<file path="src/rtl/tl_sensor_conditioner_if.sv">
`default_nettype none
// ============================================================================
// Module      : tl_sensor_conditioner_if
// Description : Field-input / conditioned-output bundle between the sensor
//               front end and the traffic light controller.
// Revision    : 1.0 - initial release
// ============================================================================
interface tl_sensor_conditioner_if;
    logic raw_car;
    logic raw_ped_btn;
    logic raw_emergency;
    logic ped_ack;
    logic sensor_car;
    logic sensor_pedestrian;
    logic emergency;
    logic sensor_fault;

    modport master (
        output raw_car, raw_ped_btn, raw_emergency, ped_ack,
        input  sensor_car, sensor_pedestrian, emergency, sensor_fault
    );

    modport slave (
        input  raw_car, raw_ped_btn, raw_emergency, ped_ack,
        output sensor_car, sensor_pedestrian, emergency, sensor_fault
    );
endinterface
`default_nettype wire

</file>
<file path="src/rtl/tl_sensor_conditioner.sv">
`default_nettype none
// ============================================================================
// Module      : tl_sensor_conditioner
// Description : Synchronizes and debounces car / pedestrian / emergency field
//               inputs; latches pedestrian requests until acknowledged.
//               Optional stuck-car monitor enabled by TL_SENSOR_FAULT_EN.
// Revision    : 1.0 - initial release
// ============================================================================
module tl_sensor_conditioner #(
    parameter int DB_CYCLES   = 4,
    parameter int STUCK_LIMIT = 255
) (
    input  wire logic               clk,
    input  wire logic               rst,
    tl_sensor_conditioner_if.slave  sc
);

    localparam int          c_num_ch  = 3;
    localparam int          c_ch_car  = 0;
    localparam int          c_ch_ped  = 1;
    localparam int          c_ch_emg  = 2;
    localparam logic [3:0]  c_db_last = 4'(DB_CYCLES - 1);

    logic [c_num_ch-1:0] w_raw;
    logic [c_num_ch-1:0] r_s1;
    logic [c_num_ch-1:0] r_s2;
    logic [c_num_ch-1:0] w_stable_q;
    logic [c_num_ch-1:0] w_stable_d;
    logic                w_ped_rise;
    logic                r_ped_latch;

    assign w_raw = {sc.raw_emergency, sc.raw_ped_btn, sc.raw_car};

    always_ff @(posedge clk) begin
        if (rst) begin
            r_s1 <= '0;
            r_s2 <= '0;
        end else begin
            r_s1 <= w_raw;
            r_s2 <= r_s1;
        end
    end

    generate
        for (genvar gi = 0; gi < c_num_ch; gi++) begin : g_chan
            // The emergency channel asserts on the first synchronized high.
            localparam bit c_fast_set = (gi == c_ch_emg);

            logic       r_stable;
            logic [3:0] r_cnt;
            logic       w_stable_nxt;
            logic [3:0] w_cnt_nxt;

            always_comb begin
                w_stable_nxt = r_stable;
                w_cnt_nxt    = r_cnt;
                if (r_s2[gi] == r_stable) begin
                    w_cnt_nxt = 4'd0;
                end else if (c_fast_set && r_s2[gi]) begin
                    w_stable_nxt = 1'b1;
                    w_cnt_nxt    = 4'd0;
                end else if (r_cnt == c_db_last) begin
                    w_stable_nxt = ~r_stable;
                    w_cnt_nxt    = 4'd0;
                end else begin
                    w_cnt_nxt = r_cnt + 4'd1;
                end
            end

            always_ff @(posedge clk) begin
                if (rst) begin
                    r_stable <= 1'b0;
                    r_cnt    <= 4'd0;
                end else begin
                    r_stable <= w_stable_nxt;
                    r_cnt    <= w_cnt_nxt;
                end
            end

            assign w_stable_q[gi] = r_stable;
            assign w_stable_d[gi] = w_stable_nxt;
        end
    endgenerate

    // A new request beats a coincident acknowledge.
    assign w_ped_rise = ~w_stable_q[c_ch_ped] & w_stable_d[c_ch_ped];

    always_ff @(posedge clk) begin
        if (rst) begin
            r_ped_latch <= 1'b0;
        end else if (w_ped_rise) begin
            r_ped_latch <= 1'b1;
        end else if (sc.ped_ack) begin
            r_ped_latch <= 1'b0;
        end
    end

    assign sc.sensor_pedestrian = r_ped_latch;
    assign sc.emergency         = w_stable_q[c_ch_emg];

`ifdef TL_SENSOR_FAULT_EN
    localparam logic [7:0] c_stuck_limit = 8'(STUCK_LIMIT);

    logic [7:0] r_stuck_cnt;
    logic       r_fault;
    logic       r_car_out;
    logic       w_fault_nxt;

    assign w_fault_nxt = r_fault |
                         (w_stable_q[c_ch_car] && (r_stuck_cnt == c_stuck_limit - 8'd1));

    always_ff @(posedge clk) begin
        if (rst) begin
            r_stuck_cnt <= 8'd0;
            r_fault     <= 1'b0;
            r_car_out   <= 1'b0;
        end else begin
            if (!w_stable_q[c_ch_car]) begin
                r_stuck_cnt <= 8'd0;
            end else if (r_stuck_cnt != c_stuck_limit) begin
                r_stuck_cnt <= r_stuck_cnt + 8'd1;
            end
            r_fault   <= w_fault_nxt;
            // Fail-safe: a stuck loop keeps the car direction requested.
            r_car_out <= w_stable_d[c_ch_car] | w_fault_nxt;
        end
    end

    assign sc.sensor_car   = r_car_out;
    assign sc.sensor_fault = r_fault;
`else
    logic w_unused_limit;

    // Keeps the limit referenced in builds without the stuck-car monitor.
    assign w_unused_limit = ^8'(STUCK_LIMIT);
    assign sc.sensor_car   = w_stable_q[c_ch_car];
    assign sc.sensor_fault = 1'b0;
`endif

endmodule
`default_nettype wire
</file>
<file path="src/flat_wrapper.sv">
// flat-port wrapper written by rule: the top's interface ports become plain ports
module tl_sensor_conditioner_flat 
#(
    parameter int DB_CYCLES   = 4,
    parameter int STUCK_LIMIT = 255
)
  (clk, rst, sc_raw_car, sc_raw_ped_btn, sc_raw_emergency, sc_ped_ack, sc_sensor_car, sc_sensor_pedestrian, sc_emergency, sc_sensor_fault);
  tl_sensor_conditioner_if sc_i ();
  input  wire logic clk;
  input  wire logic rst;
  input wire logic [$bits(sc_i.raw_car)-1:0] sc_raw_car;
  input wire logic [$bits(sc_i.raw_ped_btn)-1:0] sc_raw_ped_btn;
  input wire logic [$bits(sc_i.raw_emergency)-1:0] sc_raw_emergency;
  input wire logic [$bits(sc_i.ped_ack)-1:0] sc_ped_ack;
  output wire logic [$bits(sc_i.sensor_car)-1:0] sc_sensor_car;
  output wire logic [$bits(sc_i.sensor_pedestrian)-1:0] sc_sensor_pedestrian;
  output wire logic [$bits(sc_i.emergency)-1:0] sc_emergency;
  output wire logic [$bits(sc_i.sensor_fault)-1:0] sc_sensor_fault;
  assign sc_i.raw_car = sc_raw_car;
  assign sc_i.raw_ped_btn = sc_raw_ped_btn;
  assign sc_i.raw_emergency = sc_raw_emergency;
  assign sc_i.ped_ack = sc_ped_ack;
  assign sc_sensor_car = sc_i.sensor_car;
  assign sc_sensor_pedestrian = sc_i.sensor_pedestrian;
  assign sc_emergency = sc_i.emergency;
  assign sc_sensor_fault = sc_i.sensor_fault;
  tl_sensor_conditioner #(.DB_CYCLES(DB_CYCLES), .STUCK_LIMIT(STUCK_LIMIT)) u_core (.clk(clk), .rst(rst), .sc(sc_i));
endmodule
</file>
<file path="config.mk">
export PLATFORM = sky130hd
export DESIGN_NAME = tl_sensor_conditioner_flat
export DESIGN_NICKNAME = d
export VERILOG_FILES = /design/src/rtl/tl_sensor_conditioner_if.sv /design/src/rtl/tl_sensor_conditioner.sv /design/src/flat_wrapper.sv
export SDC_FILE = /design/constraint.sdc
export NUM_CORES = 1
export LEC_CHECK = 0
export BUFFER_PORTS_ARGS = -buffer_cell sky130_fd_sc_hd__buf_2
export CAP_MARGIN = 20
export CORE_MARGIN = 5
export CORE_UTILIZATION = 53
export DETAILED_ROUTE_END_ITERATION = 16
export GPL_ROUTABILITY_DRIVEN = 0
export PLACE_DENSITY = 0.74
export SYNTH_ARGS = -nofsm -noshare
export SYNTH_HDL_FRONTEND = slang
export SYNTH_SLANG_ARGS = --single-unit
export TNS_END_PERCENT = 1
</file>
<file path="constraint.sdc">
create_clock -name clk -period 2.1 [get_ports clk]
set_clock_uncertainty 0.2 [all_clocks]
set_input_delay 0 -clock clk [delete_from_list [all_inputs] [get_ports clk]]
set_output_delay 0 -clock clk [all_outputs]
set_load 0.01 [all_outputs]
</file>
==> reports/metrics.yaml <==
run_status:
  status: "finished clean"
setup_path:
  ff2ff_setup_slack_ps: 230
  critical_path_class: "flip-flop to flip-flop"
  path_cells: "ha_1 > nor3b_2 > nand3b_1 > a21oi_1 > dlygate4sd3_1"
  cp.arrival_ps: 1910
  critPathMaxStageDelay_ps: 550
  cp-start-kind: "flip-flop"
  cp_slowest_cell: "dlygate4sd3_1"
  crit_fanout: 3
  required_ps: 2150
  end_kind: "flip-flop"
cells_and_area:
  syn_to_final_growth_pct: 21.54
  drive_gt1_share_pct: 14.29
  fillCellCount: 113
  layout.nets: 109
  antennaDiodeCount: 0
  final_area_um2: 988.4
  final-instance-count-excl-fill: 114
  multi_input_comb_area_um2: 346.6
  final_common_cell: "dfxtp_1"
  register_area_um2: 440.4
  layout_common_cells: "dfxtp_1 (22), nor2_1 (15), dlygate4sd3_1 (9), buf_2 (8), nor2b_1 (7)"
clocking:
  cts-resized-gates: 0
  cts_tree: "done"
  cts.sinks: 22
  cts_made_buffers: 3
  cts_setup_buffers: 0
  hold_buffers: 9
  htree_levels: 1
  cts.clk_slew.worst_paths_ps: 110
  cts_buffer_depth: 2
  clkLatencyLatePin_ps: 290
  clock-root-buffer: "clkbuf_4"
floorplan:
  num_io_pins: 10
  design.core.area_um2: 1489
  die_h_um: 49.17
  die_w_um: 49.17
  fp.dieArea_um2: 2418
  rows: 14
  start_util_pct: 54.62
yosys:
  syn_avg_cell_area_um2: 10.29
  synth_nets: 89
  synth_xor_xnor_area_share_pct: 8.615
  synth_simple_gate_area_share_pct: 21.85
  synth_seq_area_share_pct: 54.15
  ys_ff_latch: 22
  yosysWarnings: 0
  ys_types: 21
  syn_inst: 79
  synthMuxAreaShare_pct: 3.846
  synth_top_family_by_area: "simple AND/OR/NAND/NOR gates"
  synth_compound_area_share_pct: 1.692
  synth_fa_ha_area_share_pct: 6.154
  synth_area_um2: 813.3
detailed_routing:
  viasPerCell: 4.728
  drtIter0Drc: 2
  wire_per_inst_um: 10.24
  ant_nets: 0
  wl_um: 1167
  vias: 539
  drt_pass1_iterations: 3
  drc_errors: 0
power_and_ir_drop:
  leakagePower_nw: 0.4051
  powerDensity_nw_per_um2: 689.2
  ir_drop_uv: 458.5
  p_total_mw: 0.6812
place:
  placed_area_um2: 862.1
  place_hpwl_um: 839.6
  portBuffers: 8
  placed_cells: 101
global_route:
  grt_overflow: 0
  grt_max_degree: 15
  grt_pass1_vias: 569
  grt_use_total_pct: 11.72
  grt_pass1_wl_um: 2235
  antenna_found_initial: 0
timing:
  hold_violations: 0
  slew_viol_final: 0
  rsz0062_at_grt: "no"
  finalCriticalPeriod_ps: 1869
  max_freq_ghz: 0.5350
  final.setup.tns_ps: 0
  fin_crit_sh_pct: 89.00
  finalSetupViolCount: 0
job:
  maxCapViolCount: 0
worst_hold_path:
  hold_class: "flip-flop to flip-flop"
## worst max-delay path: cells and delay by family, from the launching register on
kind,cells,cell delay [ps]
AND/OR/NAND/NOR,2,370
adder cells (fa/ha/maj),1,190
buffers and inverters,1,550
flip-flops,1,380
AO/OA/AOI/OAI,1,140
## synth_stat cells
library cell	count	area, µm²
nor2_1	15	56.30
nand3_1	3	15.01
a21oi_1	1	5.000
ha_1	4	50.05
nor3b_1	1	7.510
or3_1	2	12.51
mux2_1	1	11.26
dfxtp_1	22	440.4
clkbuf_1	1	3.750
xnor2_1	5	43.79
nand3b_1	2	15.01
inv_1	4	15.01
conb_1	1	3.750
nand2b_1	1	6.260
xor2_1	3	26.28
nor3b_2	1	12.51
nor2b_1	7	43.79
mux2i_1	2	20.02
or3b_1	1	8.760
buf_4	1	7.510
a21oi_2	1	8.760
## state kept, by name, indices dropped and copies added, names as in the netlist
name and cells:
u_core.sc.sensor_pedestrian 1, u_core.sc.sensor_car 1, u_core.sc.emergency 1, u_core.g_chan.r_cnt 12
u_core.g_chan.r_stable 1, u_core.r_s2 3, u_core.r_s1 3
## power by group
group	switching (mW)	internal (mW)
Clock	0.116	0.106
Sequential	0.00303	0.424
Combinational	0.0123	0.0199
## layer usage
layer | wire [µm] | track usage [%] | vias to the layer above
met2 | 592 | 19.74 | 6
met4 | 10 | 5.381 | 0
met5 | 0 | 0 | -
met3 | 43 | 3.670 | 2
met1 | 521 | 13.23 | 243
li1 | - | - | 288
## logic make-up (layout without fill, tap and decap cells)
| logic type | count (synthesis) | in the layout |
|---|---|---|
| buf+inv | 6 | 25 |
| simple gates | 33 | 33 |
| flops | 22 | 22 |
| fa+ha+maj | 4 | 4 |
| compound gates | 2 | 2 |
| mux | 3 | 3 |
| xor+xnor | 8 | 8 |
| other cells | 1 | 1 |
## final cells by class
cell class / count / area share (%)
multi-input cells: 51 / 35.06
well taps: 16 / 2.025
flip-flops and latches: 22 / 44.56
repair buffers: 17 / 13.16
inverters: 4 / 1.519
clock buffers: 4 / 3.671
## stage by stage
step | setup slack (ps) | hold WS (ps) | utilization [%]
4_1_cts | 208.2 | 256.3 | 66.39
5_1_grt | 107.7 | 271.1 | 66.39
6_report | 230.9 | 250.3 | 66.39
3_3_place_gp | 432.9 | 7.977 | 57.90
2_1_floorplan | 456.3 | -71.82 | -
3_5_place_dp | 393.0 | 13.25 | 57.90
## path summary, 6_finish.rpt
| check | from | endpoint | cells after the start |
|---|---|---|---|
| max | u_core.g_chan[1].r_cnt[0] | u_core.sc.sensor_pedestrian | 5 |
| min | u_core.r_s1[2] | u_core.r_s2[2] | 1 |
| max reg2reg | u_core.g_chan[1].r_cnt[0] | u_core.sc.sensor_pedestrian | 5 |
| min reg2reg | u_core.r_s1[2] | u_core.r_s2[2] | 1 |
Power figures use the tool's default switching activity.
